**src/rtl/sub2_drv.sv**
```systemverilog
// rtl/sub2_drv.sv - request/response driver for the sub2 block (flattened pin interface)
//
// Purpose: accepts one request, drives its fields onto the sub2 inputs from
//   registers, waits WAIT_CYC settle cycles, captures the sub2 returns into a
//   response register and holds that response until it is consumed.
// Parameter: WAIT_CYC (1..15) settle cycles between drive and capture.
// Optional feature: macro SUB2_DRV_PARITY_EN adds output rsp_par, the XOR of
//   all 51 captured response bits.
// Ports:
//   clk, rst_n                      clock, asynchronous active-low reset
//   req_valid/req_ready             request handshake
//   req_e, req_f, req_g, req_h      request fields
//   sig_e, sig_f_*, sig_g_*, sig_h_*  registered drives to sub2
//   sig_i, sig_j_*, sig_k_*, sig_l_*  returns from sub2
//   rsp_valid/rsp_ready             response handshake
//   rsp_i, rsp_j, rsp_k, rsp_l      repacked captured returns
//   busy                            high whenever not IDLE
//   rsp_par                         response parity (SUB2_DRV_PARITY_EN only)
module sub2_drv #(
  parameter int unsigned WAIT_CYC = 2
) (
  input  logic        clk,
  input  logic        rst_n,
  input  logic        req_valid,
  output logic        req_ready,
  input  logic        req_e,
  input  logic [1:0]  req_f,
  input  logic [23:0] req_g,
  input  logic [23:0] req_h,
  output logic        sig_e,
  output logic        sig_f_0,
  output logic        sig_f_1,
  output logic [7:0]  sig_g_0,
  output logic [7:0]  sig_g_1,
  output logic [7:0]  sig_g_2,
  output logic [7:0]  sig_h_0,
  output logic [7:0]  sig_h_1,
  output logic [7:0]  sig_h_2,
  input  logic        sig_i,
  input  logic        sig_j_0,
  input  logic        sig_j_1,
  input  logic [7:0]  sig_k_0,
  input  logic [7:0]  sig_k_1,
  input  logic [7:0]  sig_k_2,
  input  logic [7:0]  sig_l_0,
  input  logic [7:0]  sig_l_1,
  input  logic [7:0]  sig_l_2,
  output logic        rsp_valid,
  input  logic        rsp_ready,
  output logic        rsp_i,
  output logic [1:0]  rsp_j,
  output logic [23:0] rsp_k,
  output logic [23:0] rsp_l,
  output logic        busy
`ifdef SUB2_DRV_PARITY_EN
  ,
  output logic        rsp_par
`endif
);

  typedef enum logic [2:0] {
    IDLE    = 3'd0,
    DRIVE   = 3'd1,
    SETTLE  = 3'd2,
    CAPTURE = 3'd3,
    RESP    = 3'd4
  } state_e;

  localparam logic [3:0] CNT_LOAD = 4'(WAIT_CYC - 1);

  state_e      state_q, state_d;
  logic [3:0]  cnt_q, cnt_d;

  logic        drv_e_q;
  logic [1:0]  drv_f_q;
  logic [23:0] drv_g_q;
  logic [23:0] drv_h_q;

  logic        rsp_i_q;
  logic [1:0]  rsp_j_q;
  logic [23:0] rsp_k_q;
  logic [23:0] rsp_l_q;

  logic        accept;
  logic        capture;
  logic [1:0]  ret_j;
  logic [23:0] ret_k;
  logic [23:0] ret_l;

  assign accept  = (state_q == IDLE) && req_valid;
  assign capture = (state_q == CAPTURE);

  // Repack returns with the same element ordering as the request side:
  // k is packed (element 0 in the top byte), l is unpacked (element 0 in the low byte).
  assign ret_j = {sig_j_1, sig_j_0};
  assign ret_k = {sig_k_0, sig_k_1, sig_k_2};
  assign ret_l = {sig_l_2, sig_l_1, sig_l_0};

  always_ff @(posedge clk or negedge rst_n) begin
    if (!rst_n) begin
      state_q <= IDLE;
      cnt_q   <= 4'd0;
    end else begin
      state_q <= state_d;
      cnt_q   <= cnt_d;
    end
  end

  // SETTLE lasts WAIT_CYC cycles: counter runs WAIT_CYC-1 down to 0 inclusive.
  always_comb begin
    state_d = state_q;
    cnt_d   = cnt_q;
    case (state_q)
      IDLE: begin
        if (req_valid) state_d = DRIVE;
      end
      DRIVE: begin
        state_d = SETTLE;
        cnt_d   = CNT_LOAD;
      end
      SETTLE: begin
        if (cnt_q == 4'd0) begin
          state_d = CAPTURE;
        end else begin
          cnt_d = cnt_q - 4'd1;
        end
      end
      CAPTURE: begin
        state_d = RESP;
      end
      RESP: begin
        if (rsp_ready) state_d = IDLE;
      end
      default: begin
        state_d = IDLE;
        cnt_d   = 4'd0;
      end
    endcase
  end

  always_ff @(posedge clk or negedge rst_n) begin
    if (!rst_n) begin
      drv_e_q <= 1'b0;
      drv_f_q <= 2'd0;
      drv_g_q <= 24'd0;
      drv_h_q <= 24'd0;
    end else if (accept) begin
      drv_e_q <= req_e;
      drv_f_q <= req_f;
      drv_g_q <= req_g;
      drv_h_q <= req_h;
    end
  end

  always_ff @(posedge clk or negedge rst_n) begin
    if (!rst_n) begin
      rsp_i_q <= 1'b0;
      rsp_j_q <= 2'd0;
      rsp_k_q <= 24'd0;
      rsp_l_q <= 24'd0;
    end else if (capture) begin
      rsp_i_q <= sig_i;
      rsp_j_q <= ret_j;
      rsp_k_q <= ret_k;
      rsp_l_q <= ret_l;
    end
  end

`ifdef SUB2_DRV_PARITY_EN
  logic rsp_par_q;

  always_ff @(posedge clk or negedge rst_n) begin
    if (!rst_n) begin
      rsp_par_q <= 1'b0;
    end else if (capture) begin
      rsp_par_q <= ^{sig_i, ret_j, ret_k, ret_l};
    end
  end

  assign rsp_par = rsp_par_q;
`endif

  assign req_ready = (state_q == IDLE);
  assign busy      = (state_q != IDLE);
  assign rsp_valid = (state_q == RESP);

  assign sig_e   = drv_e_q;
  assign sig_f_0 = drv_f_q[0];
  assign sig_f_1 = drv_f_q[1];
  assign sig_g_0 = drv_g_q[23:16];
  assign sig_g_1 = drv_g_q[15:8];
  assign sig_g_2 = drv_g_q[7:0];
  assign sig_h_0 = drv_h_q[7:0];
  assign sig_h_1 = drv_h_q[15:8];
  assign sig_h_2 = drv_h_q[23:16];

  assign rsp_i = rsp_i_q;
  assign rsp_j = rsp_j_q;
  assign rsp_k = rsp_k_q;
  assign rsp_l = rsp_l_q;

endmodule
```
**config.mk**
```make
export PLATFORM = sky130hd
export DESIGN_NAME = sub2_drv
export DESIGN_NICKNAME = d
export VERILOG_FILES = /design/src/rtl/sub2_drv.sv
export SDC_FILE = /design/constraint.sdc
export NUM_CORES = 1
export LEC_CHECK = 0
export CELL_PAD_IN_SITES_DETAIL_PLACEMENT = 0
export CELL_PAD_IN_SITES_GLOBAL_PLACEMENT = 2
export CORE_MARGIN = 2
export CORE_UTILIZATION = 28
export CTS_BUF_LIST = sky130_fd_sc_hd__clkbuf_8
export CTS_CLUSTER_DIAMETER = 100
export CTS_CLUSTER_SIZE = 16
export DETAILED_ROUTE_END_ITERATION = 8
export GPL_TIMING_DRIVEN = 0
export HOLD_SLACK_MARGIN = 0.02
export PLACE_DENSITY = 0.94
export SYNTH_ARGS = -nofsm -noshare
export SYNTH_HDL_FRONTEND = slang
export SYNTH_SLANG_ARGS = --single-unit
```
**constraint.sdc**
```tcl
create_clock -name clk -period 2.4 [get_ports clk]
set_input_delay 0.48 -clock clk [delete_from_list [all_inputs] [get_ports clk]]
set_output_delay 0.48 -clock clk [all_outputs]
set_load 0.05 [all_outputs]
```
# Yosys cells after proc, flatten, opt, wreduce, memory -nomap -nowiden

Cells that the tools add are included.

Bits in read-only memories: 0
Input bits: 106
Latch bits: 0
Output and inout bits: 105
Memories kept: 0
Memory bits (writable): 0
Register bits after elaboration: 109

$lt $le $gt $ge: 0
$mul: 0
Add/sub/neg operators: 1
Equality and inequality tests: 8
Shifts and indexed selects: 0
Reductions and logical operators: 7
Bitwise gates (word level): 1
Multiplexer cells: 6
Divide/modulo/power cells: 0

Operators by type and width:

| operator                                                                 | number |
|---|---|
| 3-bit one-hot mux with 5 select lines                                    | 1 |
| 4-bit one-hot mux with 3 select lines                                    | 1 |
| 3-bit two-way mux                                                        | 3 |
| 3-bit by 2-bit equality test with 1-bit output (second input constant)   | 2 |
| 2-bit inequality test (second input constant)                            | 3 |
| 4-bit logical NOT                                                        | 1 |
| 4-bit two-way mux                                                        | 1 |
| 4-bit by 1-bit subtractor with 4-bit output (second input constant)      | 1 |
| 3-bit by 1-bit equality test with 1-bit output (second input constant)   | 1 |
| 3-bit equality test (second input constant)                              | 1 |
| 3-bit logical NOT                                                        | 1 |
| 3-bit AND reduction                                                      | 1 |
| 3-bit nonzero test                                                       | 1 |
| 3-bit OR reduction                                                       | 1 |
| 2-bit by 1-bit inequality test with 1-bit output (second input constant) | 1 |
| 2-bit AND reduction                                                      | 1 |
| 1-bit logical AND                                                        | 1 |
| 1-bit inverter                                                           | 1 |

# Longest topological paths before layout

Gate-level depths: netlist of run 1.

Word-level depth: 4
Gate-level depth with buffers: 7

# Least setup slack after synthesis of run 1

Ideal clock, no wire load.

Kind: flip-flop to flip-flop
Start point: reg state_q[1]
End point: reg drv_f_q[0]
Required time: 2.275 ns
Path slack: 0.333 ns
Path buffers: 3
Cell stages (with the launch flop): 8
Library setup time: 0.125 ns
Arrival time: 1.942 ns
Cell sequence: dfrtp_1 -> buf_6 -> or3_4 -> inv_2 -> and2_4 -> buf_12 -> buf_12 -> mux2_4

Cells in the longest elaborated chain, start to end: 2

Ends and longest elaborated chain:

| what                     | line | RTL |
|---|---|---|
| start: declaration       | 71   | `state_e state_q, state_d;` |
| start signal: assignment | 104  | `state_q <= state_d;` |
| 3-bit logical NOT        | -    |  |
| named net req_ready      | 25   | `output logic req_ready,` |
| 1-bit logical AND        | 90   | `assign accept = (state_q == IDLE) && req_valid;` |
| end signal: assignment   | 149  | `drv_f_q <= req_f;` |
| end: declaration         | 75   | `logic [1:0] drv_f_q;` |

The timed path passes the listed nets, and every way through them passes these cells.
A chain may end at the register's enable or synchronous reset.

# Final worst setup path of run 1

Start point: reg state_q[1]
End point: out busy

Cells in the longest elaborated chain, start to end: 1

Ends and longest elaborated chain:

| what               | line | RTL |
|---|---|---|
| 3-bit nonzero test | 184  | `assign busy = (state_q != IDLE);` |
| end: declaration   | 54   | `output logic busy` |

No other way between the ends.

==> results.md, run 1 <==
| Stage | Result | Reported |
| --- | --- | --- |
| timing | Unrepaired setup endpoints after global routing | no |
| cells and area | Sequential cell area | 0.00273 mm2 |
| drt | Remaining number of nets flagged by the antenna check after routing | 0 |
| timing | Final hold violation count | 0 |
| clock network | Bufs on Longest Clock Path | 2 |
| timing | Max-slew headroom at the worst pin | 0.554 |
| timing | Share of the cycle needed by the critical path after routing | 0.929 |
| cells and area | Net count of the finished layout | 594 |
| min path | Type of the worst min-delay path | in2async |
| drt | Detailed Route Iter0 Violations | 89 |
| placement | Dpl hpwl | 8480 um |
| floorplanning | I/O pin count | 211 |
| timing | Finish-stage setup viols | 0 |
| clock network | Sink count of the clock tree | 109 |
| clock network | H-tree levels | 3 |
| synthesis | Post-synthesis instance total | 264 |
| floorplanning | Width of the die | 131 um |
| clock network | Clock slew at reported path FFs | 100 ps |
| floorplanning | Die ar. | 0.0170 mm2 |
| synthesis | Post-synthesis net count | 372 |
| drt | Number of iterations in the first detailed-routing pass | 5 |
| placement | Gp weighted congestion | 0.712 |
| placement | IO Port Bufs | 210 |
| clock network | Quantity of hold-fixing buffers added after cts | 0 |
| timing | Final setup TNS | 0 ps |
| clock network | Buffer type at the clock tree root | sky130_fd_sc_hd__clkbuf_8 |
| grt | Maximum number of pins on one net before global-route repair | 65 |
| floorplanning | Row Count | 46 |
| floorplanning | Die extent in y | 131 um |
| drt | Detailed-route wire length per cell | 15.9 um |
| grt | Overall overflow remaining after global route | 0 |
| synthesis | Cell area after synthesis | 0.00448 mm2 |
| grt | Initial antenna violation count | 0 |
| synthesis | Distinct cells, synth | 30 |
| clock network | TritonCTS clock tree | yes |
| timing | Time the final worst path needs with I/O delays and setup | 2230 ps |
| critical path | Worst-path maximum fanout | 8 |
| synthesis | Flip-flop and latch count after synthesis | 109 |
| drt | Total vias in the final route | 2,983 |
| clock network | Clock latency on the worst-skew pair | 370 ps |
| timing | Max-slew violation total from the final report | 0 |
| timing | Slew at the pin with the worst max-slew slack | 667 ps |
| critical path | Count of cells along the worst register-to-register path | 5 |
| critical path | Crit Path Category | reg2out |
| drt | Drt total wl | 11,200 um |
| drt | DRC | 0 |
| floorplanning | Core box area | 0.0158 mm2 |
| cells and area | Footprint of the multi-input gates | 0.00158 mm2 |
| drt | Vias per Instance | 4.22 |
| cells and area | Synth-to-layout area growth | 57.7% |
| grt | Global router's overall resource usage | 0.132 |
| cells and area | Number of inserted filler cells in the final layout | 1,444 |
| clock network | Clock buffers created by TritonCTS | 9 |
| synthesis | Synth Area per Inst | 17.0 um2 |
| timing | Final Skew | 8.81 ps |
| critical path | Sort of element at the end of the critical path | output port |
| timing | Highest attainable clock frequency | 0.448 GHz |
| critical path | Required @ worst endpoint | 1920 ps |
| outcome | Status | finished, final reports clean |
| run | Max-capacitance violation count | 0 |
| cells and area | Antenna diode count | 0 |
| critical path | Nature of the critical path startpoint | flop |
| synthesis | Sequential fraction of the synthesis area | 0.609 |
| grt | Number of global-route vias before repair | 3,265 |
| grt | Wire length of the first global-routing pass | 17,200 um |
| critical path | Worst path arrival time | 1750 ps |
| floorplanning | Initial Utilization | 0.284 |
| cells and area | Ratio of cells with drive above 1 in the final layout | 0.287 |
| synthesis | Count of warnings emitted by yosys | 0 |
registers in the layout, indices dropped and copies added (netlist names):
name	cells
cnt_q	4
drv_f_q	2
drv_g_q	24
drv_h_q	24
rsp_i	1
rsp_j	2
rsp_k	24
rsp_l	24
sig_e	1
state_q	3
critical path, cell delays in order, from the launching register on:
cell,delay (ps)
sky130_fd_sc_hd__dfrtp_1,400
sky130_fd_sc_hd__buf_6,140
sky130_fd_sc_hd__or3_4,400
sky130_fd_sc_hd__dlygate4sd2_1,440
layout by cell type (no fill, tap or decap), drive strengths merged, types with 2 or more instances in the layout:
master / synthesis / routed
o211ai: 4 / 4
clkinv: 0 / 4
nand2: 7 / 7
clkbuf: 1 / 11
nor2: 3 / 3
clkdlybuf4s50: 0 / 206
mux2: 102 / 102
ha: 2 / 2
nand3: 2 / 2
inv: 4 / 6
o21ai: 2 / 2
buf: 13 / 15
dfrtp: 109 / 109
through the flow:
stage	instances	util	setup slack (ps)	hold slack, ps	area (um2)
2_1_floorplan	264	-	333	184	4480
3_3_place_gp	690	0.435	-3250	486	6850
3_5_place_dp	691	0.436	22.6	492	6880
4_1_cts	707	0.448	20.2	94.8	7070
5_1_grt	707	0.448	46.0	123	7070
6_report	707	0.448	170	95.7	7070
layout make-up:
type                       count  area share
buffer                        14      0.0235
timing repair buffer         211       0.300
clock inverter                 7     0.00938
inverter                       4     0.00212
clock buffer                   9      0.0175
sequential                   109       0.386
multi-input combinational    137       0.223
tap                          216      0.0382
routing by layer:
metal	track usage	up-vias	wire [um]
met1	0.161	1496	4630
li1	-	1365	-
met2	0.221	104	5730
met3	0.0326	18	601
met4	0.0588	0	271
met5	0	-	0
repair_timing:
| action | CTS | global route |
|---|---|---|
| setup endpoints to repair | 3 | 2 |
| setup buffers | 0 | 0 |
| gates resized for setup | 7 | 3 |
cell families (layout without fill, tap and decap cells):
family          Yosys count  in the layout  share of synthesized area
flops                   109            109                      0.609
mux                     103            103                      0.300
simple gates             24             24                     0.0321
buf+inv                  18            245                     0.0402
compound gates            7              7                     0.0112
fa+ha+maj                 2              2                    0.00558
xor+xnor                  1              1                    0.00195
Yosys cell counts:
master	n	area, um2
sky130_fd_sc_hd__nand3_1	2	10.0
sky130_fd_sc_hd__nor4b_1	1	8.76
sky130_fd_sc_hd__and2_4	1	8.76
sky130_fd_sc_hd__or4_1	1	7.51
sky130_fd_sc_hd__dfrtp_1	109	2730
sky130_fd_sc_hd__buf_6	1	11.3
sky130_fd_sc_hd__nor3b_1	1	7.51
sky130_fd_sc_hd__mux2_2	52	586
sky130_fd_sc_hd__mux2i_1	1	10.0
sky130_fd_sc_hd__or4b_2	1	10.0
sky130_fd_sc_hd__a211o_2	1	10.0
sky130_fd_sc_hd__inv_1	3	11.3
sky130_fd_sc_hd__nand4bb_1	1	11.3
sky130_fd_sc_hd__nor3_1	1	5.00
sky130_fd_sc_hd__o211ai_1	4	30.0
sky130_fd_sc_hd__buf_2	6	30.0
sky130_fd_sc_hd__xnor2_1	1	8.76
sky130_fd_sc_hd__or3_4	1	11.3
sky130_fd_sc_hd__inv_2	1	3.75
sky130_fd_sc_hd__nor2_1	3	11.3
sky130_fd_sc_hd__buf_12	6	120
sky130_fd_sc_hd__nor4_1	1	6.26
sky130_fd_sc_hd__mux2_4	50	751
sky130_fd_sc_hd__or2b_1	1	7.51
sky130_fd_sc_hd__nand2_1	7	26.3
sky130_fd_sc_hd__nand2b_1	1	6.26
sky130_fd_sc_hd__clkbuf_1	1	3.75
sky130_fd_sc_hd__nor2b_1	1	6.26
sky130_fd_sc_hd__o21ai_0	2	10.0
sky130_fd_sc_hd__ha_1	2	25.0
worst paths after layout:
kind                       startpoint          end  slack, ps
setup reg to reg           state_q[2]     rsp_l[0]        540
max in group asynchronous       rst_n    rsp_l[13]       1550
setup / recovery           state_q[1]         busy        170
hold reg to reg              rsp_l[6]     rsp_l[6]        510
hold / removal                  rst_n  drv_g_q[10]        100
min in group clk             rsp_l[6]     rsp_l[6]        510
Power of run 1 is not shown: default switching activity piles up to over one toggle a cycle in this logic, so the estimate is an artifact.
==> run 2, diff against run 1 <==
- CORE_ASPECT_RATIO: unset -> 0.8
==> results.md, run 2 (same netlist as run 1, synthesis figures left out) <==
| Stage | Result | Reported |
| --- | --- | --- |
| clock network | Clock buffers created by TritonCTS | 9 |
| clock network | Clock latency on the worst-skew pair | 370 ps |
| grt | Overall overflow remaining after global route | 0 |
| drt | Total vias in the final route | 3,007 |
| drt | DRC | 0 |
| clock network | Bufs on Longest Clock Path | 2 |
| grt | Global router's overall resource usage | 0.133 |
| floorplanning | Die extent in y | 117 um |
| cells and area | Number of inserted filler cells in the final layout | 1,434 |
| critical path | CP delay by family, top | buffers and inverters |
| critical path | Highest cell delay on the worst timing path | 490 ps |
| clock network | TritonCTS clock tree | yes |
| drt | Detailed Route Iter0 Violations | 85 |
| placement | IO Port Bufs | 210 |
| critical path | Worst-path maximum fanout | 8 |
| critical path | Crit path cell chain | buf_6, or3_4, inv_2, clkdlybuf4s15_1 |
| timing | Share of the cycle needed by the critical path after routing | 0.962 |
| timing | Time the final worst path needs with I/O delays and setup | 2310 ps |
| floorplanning | Core box area | 0.0157 mm2 |
| clock network | H-tree levels | 3 |
| critical path | Sort of element at the end of the critical path | output port |
| outcome | Status | finished, final reports clean |
| grt | Maximum number of pins on one net before global-route repair | 60 |
| clock network | Buffer type at the clock tree root | sky130_fd_sc_hd__clkbuf_8 |
| timing | Max-slew headroom at the worst pin | 0.548 |
| run | Max-capacitance violation count | 0 |
| critical path | Crit-path slowest cell | sky130_fd_sc_hd__clkdlybuf4s15_1 |
| grt | Wire length of the first global-routing pass | 17,700 um |
| floorplanning | Initial Utilization | 0.286 |
| cells and area | Synth-to-layout area growth | 57.6% |
| placement | Worst slack at placement | 15.2 ps |
| drt | Drt total wl | 11,200 um |
| grt | Number of global-route vias before repair | 3,260 |
| timing | Highest attainable clock frequency | 0.433 GHz |
| floorplanning | Die ar. | 0.0170 mm2 |
| cells and area | Most common library cell in the layout ignoring fill and taps | sky130_fd_sc_hd__clkdlybuf4s50_1 |
| timing | Final hold violation count | 0 |
| cells and area | Net count of the finished layout | 594 |
| placement | Gp weighted congestion | 0.772 |
| cells and area | Ratio of cells with drive above 1 in the final layout | 0.287 |
| drt | Number of iterations in the first detailed-routing pass | 4 |
| critical path | Worst path arrival time | 1830 ps |
| timing | Finish-stage setup viols | 0 |
| timing | Slew at the pin with the worst max-slew slack | 678 ps |
| timing | Unrepaired setup endpoints after global routing | no |
| critical path | Required @ worst endpoint | 1920 ps |
| critical path | Reg2Reg Launch Point | state_q[2] |
| placement | Dpl hpwl | 8530 um |
| timing | Smallest setup slack after layout | 91.8 ps |
| drt | Remaining number of nets flagged by the antenna check after routing | 0 |
| critical path | Crit Path Category | reg2out |
| cells and area | Most frequent cells in the layout | 206 x sky130_fd_sc_hd__clkdlybuf4s50_1, 109 x sky130_fd_sc_hd__dfrtp_1, 52 x sky130_fd_sc_hd__mux2_2 |
| timing | Final Skew | 9.18 ps |
| timing | Max-slew violation total from the final report | 0 |
| drt | Vias per Instance | 4.26 |
| clock network | Setup repair bufs after CTS | 0 |
| drt | Detailed-route wire length per cell | 15.8 um |
| floorplanning | I/O pin count | 211 |
| min path | Type of the worst min-delay path | in2async |
| critical path | Startpoint of the worst setup timing path | state_q[1] |
| cells and area | Antenna diode count | 0 |
| critical path | Nature of the critical path startpoint | flop |
| clock network | Clock slew at reported path FFs | 110 ps |
| floorplanning | Width of the die | 145 um |
| grt | Initial antenna violation count | 0 |
| clock network | Sink count of the clock tree | 109 |
| critical path | Crit path buf inv count | 3 |
| floorplanning | Row Count | 41 |
## run 2: changes by cell type in the layout (fill, tap and decap cells not counted), sizes merged
cell / before / now
bufinv: 1 / 0
clkdlybuf4s18: 0 / 1
## run 2: worst paths after layout
path,depth (start not counted),slack [ps],end
setup reg to reg,5,540,rsp_l[3]
min in group clk,1,510,rsp_l[2]
hold reg to reg,1,510,rsp_l[2]
hold / removal,1,130,drv_g_q[14]
max in group asynchronous,2,1550,rsp_l[14]
setup / recovery,4,90,req_ready
## run 2: layer usage
| layer | track usage | routed length (um) | vias to the layer above |
|---|---|---|---|
| met2 | 0.218 | 5240 | 150 |
| met3 | 0.0589 | 1030 | 11 |
| met4 | 0.0412 | 131 | 0 |
| li1 | - | - | 1360 |
| met1 | 0.161 | 4790 | 1486 |
| met5 | 0 | 0 | - |
## run 2: area by class of cell
type | count | area, um2 | share of cell area
clock buffers | 10 | 138 | 0.0195
flip-flops and latches | 109 | 2730 | 0.386
well taps | 215 | 269 | 0.0381
clock inverters | 6 | 45.0 | 0.00638
repair buffers | 211 | 2130 | 0.301
inverters | 4 | 15.0 | 0.00213
multi-input cells | 137 | 1580 | 0.223
plain buffers | 14 | 166 | 0.0236
## run 2: through the flow
| step | util | std cells | hold slack, ps | TNS (ps) | instance area (um2) |
|---|---|---|---|---|---|
| final | 0.450 | 706 | 128 | 0 | 7060 |
| after detailed placement | 0.438 | 690 | 491 | 0 | 6880 |
| after floorplan | - | 264 | 184 | 0 | 4480 |
| after global placement | 0.437 | 689 | 487 | -345150 | 6850 |
| after global routing | 0.450 | 706 | 159 | 0 | 7060 |
| after CTS | 0.450 | 706 | 125 | 0 | 7060 |
## run 2: repair_timing
item                                   CTS  global route
cloned                                   0             0
endpoints found under the hold margin    0             0
gates resized for setup                  6             4
hold buffers                             0             0
setup endpoints to repair                3             2
Power of run 2 is left out for the same reason.
==> run 3, diff against run 2 <==
- GPL_ROUTABILITY_DRIVEN: unset -> 0
- GPL_TIMING_DRIVEN: 0 -> unset
- RECOVER_POWER: unset -> 25
==> results.md, run 3 (same netlist as run 1, synthesis figures left out) <==
| Stage | Result | Reported |
| --- | --- | --- |
| timing | Max-slew violation total from the final report | 0 |
| timing | Highest attainable clock frequency | 0.462 GHz |
| cells and area | Net count of the finished layout | 588 |
| critical path | Worst-path maximum fanout | 8 |
| drt | DRC | 0 |
| clock network | Clock latency on the worst-skew pair | 380 ps |
| outcome | Status | finished, final reports clean |
| critical path | Worst path arrival time | 1680 ps |
| grt | Met3 capacity usage during global routing | 0.0593 |
| grt | Maximum number of pins on one net before global-route repair | 40 |
| min path | Type of the worst min-delay path | in2async |
| clock network | Sink count of the clock tree | 109 |
| clock network | Setup repair bufs after CTS | 0 |
| drt | Detailed-route wire length per cell | 15.6 um |
| critical path | Register-to-register setup slack | 430 ps |
| critical path | Sort of element at the end of the critical path | output port |
| grt | Overall overflow remaining after global route | 0 |
| grt | Number of global-route vias before repair | 3,185 |
| timing | Final setup TNS | 0 ps |
| drt | Detailed Route Iter0 Violations | 57 |
| drt | Vias per Instance | 4.26 |
| timing | Time the final worst path needs with I/O delays and setup | 2160 ps |
| timing | Final Skew | 16.1 ps |
| grt | Global router's overall resource usage | 0.129 |
| cells and area | Synth-to-layout area growth | 54.8% |
| floorplanning | Width of the die | 145 um |
| floorplanning | Row Count | 41 |
| timing | Final hold violation count | 0 |
| critical path | Count of cells along the worst register-to-register path | 5 |
| critical path | Crit path cell chain | or3_4, dlygate4sd2_1 |
| timing | Unrepaired setup endpoints after global routing | no |
| drt | Total vias in the final route | 2,976 |
| drt | Number of iterations in the first detailed-routing pass | 4 |
| critical path | Required @ worst endpoint | 1920 ps |
| clock network | Buffer type at the clock tree root | sky130_fd_sc_hd__clkbuf_8 |
| grt | GR Layer Usage met1 | 0.158 |
| critical path | Capture point of the worst reg-to-reg path | drv_h_q[17] |
| timing | Finish-stage setup viols | 0 |
| placement | IO Port Bufs | 210 |
| critical path | Nature of the critical path startpoint | flop |
| run | Max-capacitance violation count | 0 |
| cells and area | Antenna diode count | 0 |
| floorplanning | Initial Utilization | 0.286 |
| drt | Remaining number of nets flagged by the antenna check after routing | 0 |
| timing | Max-slew headroom at the worst pin | 0.331 |
| grt | Met2 Track Usage GR | 0.207 |
| drt | Drt total wl | 10,900 um |
| critical path | Reg2Reg Launch Point | state_q[1] |
| clock network | H-tree levels | 3 |
| critical path | Crit Path Category | reg2out |
| grt | Initial antenna violation count | 0 |
| clock network | Bufs on Longest Clock Path | 2 |
| floorplanning | Core box area | 0.0157 mm2 |
| placement | Dpl hpwl | 8170 um |
| cells and area | Most common library cell in the layout ignoring fill and taps | sky130_fd_sc_hd__clkdlybuf4s50_1 |
| floorplanning | I/O pin count | 211 |
| timing | Slew at the pin with the worst max-slew slack | 1000 ps |
| cells and area | Ratio of cells with drive above 1 in the final layout | 0.279 |
| clock network | TritonCTS clock tree | yes |
| grt | Wire length of the first global-routing pass | 17,100 um |
| cells and area | Most frequent cells in the layout | 206 x sky130_fd_sc_hd__clkdlybuf4s50_1, 109 x sky130_fd_sc_hd__dfrtp_1, 52 x sky130_fd_sc_hd__mux2_2 |
| critical path | Highest cell delay on the worst timing path | 470 ps |
| grt | Layer with the highest usage after global routing | met2 |
| clock network | Clock slew at reported path FFs | 100 ps |
| critical path | Crit-path slowest cell | sky130_fd_sc_hd__dfrtp_1 |
| timing | Share of the cycle needed by the critical path after routing | 0.902 |
| floorplanning | Die ar. | 0.0170 mm2 |
| clock network | Clock buffers created by TritonCTS | 9 |
| floorplanning | Die extent in y | 117 um |
[run 3: cell count changes in the layout (fill, tap and decap cells not counted), sizes merged]
| cell | delta |
|---|---|
| buf | -6 |
| clkinv | -2 |
| clkinvlp | +2 |
| clkbuf | +1 |
| clkdlybuf4s15 | -1 |
| clkdlybuf4s18 | -1 |
[run 3: repair_timing]
action / 4_1_cts / 5_1_grt
hold buffers: 0 / 0
endpoints found under the setup margin: 1 / 0
gates resized for setup: 1 / 0
[run 3: final cells by class]
cell class | count | area (um2)
Tap cell | 215 | 269
Inverter | 4 | 15.0
Clock buffer | 9 | 124
Multi-Input combinational cell | 137 | 1580
Fill cell | 1452 | 8760
Clock inverter | 6 | 46.3
Timing Repair Buffer | 219 | 2180
Sequential cell | 109 | 2730
[run 3: critical path: cells and delay by family (launching register included)]
| kind | cells | cell delay (ps) |
|---|---|---|
| and+or+nand+nor | 1 | 420 |
| buffers and inverters | 1 | 430 |
| DFF | 1 | 470 |
[run 3: metal layers]
layer,routed length (um),share of wire
met3,1010,0.092
met5,0,0
met2,5020,0.46
met1,4750,0.44
met4,140,0.013
[run 3: how the worst max path moves through the flow]
stage | endpoint | start | cells past startpoint
3_3_place_gp | busy | state_q[1] | 2
4_1_cts | busy | state_q[1] | 2
6_report | busy | state_q[1] | 2
2_1_floorplan | drv_f_q[0] | state_q[1] | 7
3_5_place_dp | busy | state_q[1] | 2
5_1_grt | busy | state_q[1] | 2
[run 3: stage by stage]
stage               hold slack [ps]  area [um2]   util  worst slack [ps]  cells
finish                          227        6940  0.442               236    699
global placement                472        6790  0.432               360    684
CTS                            44.9        6960  0.443               194    699
detailed placement              487        6790  0.432               356    684
global route                    268        6940  0.442               146    699
floorplan                       184        4480      -               333    264
Power of run 3 is left out for the same reason.
